$ cat config.mk
export PLATFORM = sky130hd
export DESIGN_NAME = clock_core
export DESIGN_NICKNAME = d
export VERILOG_FILES = /design/src/rtl/clock_core.sv
export SDC_FILE = /design/constraint.sdc
export NUM_CORES = 1
export LEC_CHECK = 0
export BUFFER_PORTS_ARGS = -buffer_cell sky130_fd_sc_hd__buf_2
export CAP_MARGIN = 0
export CORE_ASPECT_RATIO = 0.5
export CORE_MARGIN = 2
export CORE_UTILIZATION = 40
export CTS_CLUSTER_DIAMETER = 200
export DETAILED_ROUTE_END_ITERATION = 10
export PLACE_DENSITY = 0.62
export REMOVE_ABC_BUFFERS = 1
export SYNTH_ARGS = -nofsm -noshare
export SYNTH_HDL_FRONTEND = slang
export SYNTH_SLANG_ARGS = --single-unit
$ cat constraint.sdc
create_clock -name clk -period 3.9 [get_ports clk]
set_input_delay 0.39 -clock clk [delete_from_list [all_inputs] [get_ports clk]]
set_output_delay 0.39 -clock clk [all_outputs]
set_load 0.03 [all_outputs]
$ cat src/rtl/clock_core.sv
// MM:SS BCD timekeeping core with run/pause/adjust FSM and display blink/select decode.
// Optional countdown mode is enabled by defining CLOCK_CORE_COUNTDOWN_EN (adds input count_down).
module clock_core #(
  parameter int MIN_MAX = 99
) (
  input  logic       clk,
  input  logic       rst,
  input  logic       tick_1hz,
  input  logic       tick_2hz,
  input  logic       btn_pause,
  input  logic       btn_clear,
  input  logic       sw_adj,
  input  logic       sw_sel,
`ifdef CLOCK_CORE_COUNTDOWN_EN
  input  logic       count_down,
`endif
  output logic [3:0] mt,
  output logic [3:0] mo,
  output logic [3:0] st,
  output logic [3:0] so,
  output logic       blink_enable,
  output logic       blink_state,
  output logic       sel_minutes,
  output logic       sel_seconds,
  output logic       rollover
);

  typedef enum logic [1:0] {RUN, PAUSE, ADJ} state_t;

  typedef struct packed {
    logic [3:0] mt;
    logic [3:0] mo;
    logic [3:0] st;
    logic [3:0] so;
  } time_t;

  localparam logic [3:0] MT_MAX = 4'(MIN_MAX / 10);
  localparam logic [3:0] MO_MAX = 4'(MIN_MAX % 10);

  state_t state;
  time_t  tm, t_up, t_dn, t_adj;
  logic   prev_pause, prev_clear;
  logic   pause_edge, clear_edge, cd;
  logic   min_max, sec_max, sec_zero, min_zero, up_wrap;
  logic [3:0] mt_inc, mo_inc, st_inc, so_inc;

`ifdef CLOCK_CORE_COUNTDOWN_EN
  assign cd = count_down;
`else
  assign cd = 1'b0;
`endif

  assign pause_edge = btn_pause & ~prev_pause;
  assign clear_edge = btn_clear & ~prev_clear;

  always_comb begin
    min_max  = (tm.mt == MT_MAX) && (tm.mo == MO_MAX);
    sec_max  = (tm.st == 4'd5) && (tm.so == 4'd9);
    sec_zero = (tm.st == 4'd0) && (tm.so == 4'd0);
    min_zero = (tm.mt == 4'd0) && (tm.mo == 4'd0);

    // Field-local increments: each wraps on its own and never carries out.
    mt_inc = tm.mt;
    mo_inc = tm.mo + 4'd1;
    if (min_max) begin
      mt_inc = 4'd0;
      mo_inc = 4'd0;
    end else if (tm.mo == 4'd9) begin
      mt_inc = tm.mt + 4'd1;
      mo_inc = 4'd0;
    end
    st_inc = tm.st;
    so_inc = tm.so + 4'd1;
    if (sec_max) begin
      st_inc = 4'd0;
      so_inc = 4'd0;
    end else if (tm.so == 4'd9) begin
      st_inc = tm.st + 4'd1;
      so_inc = 4'd0;
    end

    t_up    = sec_max ? '{mt_inc, mo_inc, 4'd0, 4'd0} : '{tm.mt, tm.mo, st_inc, so_inc};
    up_wrap = sec_max && min_max;

    t_adj = sw_sel ? '{tm.mt, tm.mo, st_inc, so_inc} : '{mt_inc, mo_inc, tm.st, tm.so};

    // Borrowing decrement; 00:00 stays put and is flagged by the caller.
    t_dn = tm;
    if (!sec_zero) begin
      if (tm.so == 4'd0) begin
        t_dn.st = tm.st - 4'd1;
        t_dn.so = 4'd9;
      end else begin
        t_dn.so = tm.so - 4'd1;
      end
    end else if (!min_zero) begin
      t_dn.st = 4'd5;
      t_dn.so = 4'd9;
      if (tm.mo == 4'd0) begin
        t_dn.mt = tm.mt - 4'd1;
        t_dn.mo = 4'd9;
      end else begin
        t_dn.mo = tm.mo - 4'd1;
      end
    end
  end

  always_ff @(posedge clk) begin
    if (rst) begin
      tm          <= '0;
      state       <= PAUSE;
      rollover    <= 1'b0;
      blink_state <= 1'b0;
      prev_pause  <= 1'b1;
      prev_clear  <= 1'b1;
    end else begin
      prev_pause <= btn_pause;
      prev_clear <= btn_clear;
      rollover   <= 1'b0;

      if (sw_adj && state != ADJ)
        blink_state <= 1'b1;
      else if (tick_2hz)
        blink_state <= ~blink_state;

      if (sw_adj)
        state <= ADJ;
      else if (state == ADJ)
        state <= PAUSE;
      else if (state == RUN && tick_1hz && cd && sec_zero && min_zero && !clear_edge)
        state <= PAUSE;
      else if (pause_edge)
        state <= (state == RUN) ? PAUSE : RUN;

      // Ticks act on the pre-transition state; clear overrides any tick.
      if (clear_edge) begin
        tm <= '0;
      end else if (state == RUN && tick_1hz) begin
        if (cd) begin
          tm       <= t_dn;
          rollover <= sec_zero && min_zero;
        end else begin
          tm       <= t_up;
          rollover <= up_wrap;
        end
      end else if (state == ADJ && tick_2hz) begin
        tm <= t_adj;
      end
    end
  end

  assign mt           = tm.mt;
  assign mo           = tm.mo;
  assign st           = tm.st;
  assign so           = tm.so;
  assign blink_enable = (state == ADJ);
  assign sel_minutes  = (state == ADJ) && !sw_sel;
  assign sel_seconds  = (state == ADJ) && sw_sel;

endmodule

==> metrics.cfg <==
[synth]
synthCells=133
syn_area_mm2=0.00117
avgSynthCellArea_um2=8.78
synth-xor-area-share=0.0375
synthAdderAreaFrac=0.0857
ys_types=38
yosys.area_share.simple=0.238
netlist.area_leader.share=0.377
ys_ff_latch=22
synth-compound-area-share=0.209
yosysTopAreaCell=dfxtp_1
synth_area_leaders=dfxtp_1 (38%), ha_1 (8.6%), a211oi_1 (4.5%)
yosys_warnings=0
synth_top_family_by_area=simple AND/OR/NAND/NOR gates
seq_area_frac_synth=0.377
synth_mux_area_frac=0

[cts]
cts-hold-fix-buffers=0
cts_inserted_buffers=3
htreeDepth=1
cts_tree=yes
cts_num_sinks=22
insertion_delay_ns=0.26
post_cts_resized=0
clkTransAtPathRegs_ns=0.08
root_buffer=clkbuf_8
clock_path_buffers=2
post-cts-setup-buffers=0

[hold_path]
hold_depth=2
hp-class=in2reg
hold_end=prev_clear
worstHoldStart=btn_clear

[layout]
instances_no_fill=198
final_common_cell=buf_2
layout-drive-gt1-share=0.224
mostFrequentLayoutCells=buf_2 (28), dfxtp_1 (22), nor2_1 (11), inv_1 (10)
nFillCells=268
syn2layout_area_growth_pct=18.6
layout.nets=178
diodes=0

[timing]
final_hold_viol_count=0
fin_ws_ns=1.85
finalCritPeriodShare=0.526
fin_crit_ns=2.05
finalMaxSlewViolations=0
holdWs_ns=0.319
setup_violations=0
setup_tns_ns=0
fmax_mhz=488
skew_ns=0.00549
rsz0062_at_grt=no
slew_headroom=0.646
tightest_slew_ns=0.528

[detailed_routing]
drc_errors=0
num_vias=1019
drt-pass1-iter-count=4
routed_wl_mm=2.28
drt_iter0_drc=52
post_drt_wl_per_cell_um=11.5
via_per_inst=5.15
drtAntennaViolNets=0

[worst_setup_path]
r2r_cells=4
r2r_end=mt[3]
cpPeakStageDelay_ns=0.54
cp.buffers_inverters=0
crit_fanout=14
worstSetupPathType=reg2reg
cp-end-kind=flip-flop
required_ns=4.09
critical_path.top_delay_family=simple AND/OR/NAND/NOR gates
r2r_slack_ns=1.85
crit_path_start_kind=flip-flop
cp_slowest_cell=or4_1
critPathArrivalTime_ns=2.24
path_cells=or3b_4 -> o31a_1 -> or4_1 -> a211oi_1
timing.rr.start=state[1]

[placed_design]
dp_cells=194
gp_congestion=0.711
place.port_buffers=28
hpwl_mm=1.72
post-place-ws_ns=1.79

[floorplanning]
core_area_mm2=0.00268
top_level_ports=29
rows=13
die_y_um=42.2
dieArea_mm2=0.00339
floorplan.initialDensity=0.435
dieWidth_um=80.4

[grt]
busiest_layer=met2
grt_util_met1=0.207
grt-ovfl-total=0
grt_pass1_vias=869
use_met2=0.215
use_met3=0.0582
antenna_found_initial=0
grt_pass1_wl_mm=3.91
grt_max_degree=15
grt_use_total=0.147

[pwr]
power_density_mw_per_mm2=318
power_leakage_nw=0.599
vdd_drop_max_uv=177

[flow_run]
drv_cap=0

[status]
status=complete, no violations

kinds of logic (layout without fill, tap and decap cells):
group                      after synthesis  in the layout
AOI/OAI and AO/OA                       36             36
xor gates and xnor gates                 5              5
adders and majority gates                8              8
buffers and inverters                   14             42
DFF                                     22             22
and+or+nand+nor                         48             48
worst max path at each step:
stage / start / to / slack (ns) / cells after the start
floorplan: so[0] / mt[3] / 1.75 / 5
global placement: tick_1hz / mt[3] / 1.82 / 5
detailed placement: tick_1hz / mt[3] / 1.79 / 5
CTS: so[0] / mt[3] / 1.84 / 5
global route: so[0] / mt[2] / 1.71 / 5
finish: state[1] / mt[3] / 1.85 / 4
state kept, by name (all words and copies together) (netlist names):
signal and flops:
so 4, prev_pause 1, mo 4, prev_clear 1, rollover 1, mt 4, state 2, blink_state 1
st 4
layer usage:
layer	wire, um	share of wire
met5	0	0
met4	8	0.0035
met3	122	0.054
met2	937	0.41
met1	1210	0.53
metrics by stage:
stage / utilization / area [um^2] / power, mW
2_1_floorplan: - / 1140 / 0.268
3_3_place_gp: 0.496 / 1330 / 0.282
3_5_place_dp: 0.496 / 1330 / 0.283
4_1_cts: 0.516 / 1390 / 0.446
5_1_grt: 0.516 / 1390 / 0.461
6_report: 0.516 / 1390 / 0.441
final cells by class:
cell class	count	area (um^2)	share of cell area
clock buffer	4	55.1	0.0397
timing repair buffer	28	140	0.101
multi-input combinational	97	666	0.481
tap	37	46.3	0.0334
sequential	22	440	0.318
inverter	10	37.5	0.0271
synthesized netlist by cell type:
master,n
o211ai_1,1
o31ai_1,3
or3b_4,1
a211oi_1,7
a21bo_2,1
dfxtp_1,22
nand2_1,6
a311oi_1,1
nand4bb_1,1
a31oi_1,2
xnor2_1,4
ha_1,8
nor3b_1,1
o31a_1,1
nor2_1,11
o2111a_1,1
a2111oi_0,1
inv_1,10
or2_2,2
nand3_1,5
xor2_1,1
a21o_1,3
and2_1,1
nand2b_1,3
and3_1,1
or4_1,3
and3b_1,2
nor3_1,1
buf_2,1
buf_6,1
nor2b_1,1
or3_1,4
o21ai_0,6
a41oi_1,1
nand3b_1,4
a21oi_1,8
nand4b_1,1
clkbuf_1,2
where the power goes:
| group | switching [mW] | internal (mW) | leakage (nW) |
|---|---|---|---|
| clock | 0.0736 | 0.0901 | 0.0288 |
| sequential | 0.00636 | 0.230 | 0.179 |
| combinational | 0.0258 | 0.0156 | 0.391 |
| total | 0.106 | 0.335 | 0.599 |
worst reg2reg max path: stages, from the launching register on:
cell and delay (ns):
dfxtp_1 0.39, or3b_4 0.44, o31a_1 0.39, or4_1 0.54, a211oi_1 0.22
(Power assumes the default switching activity.)
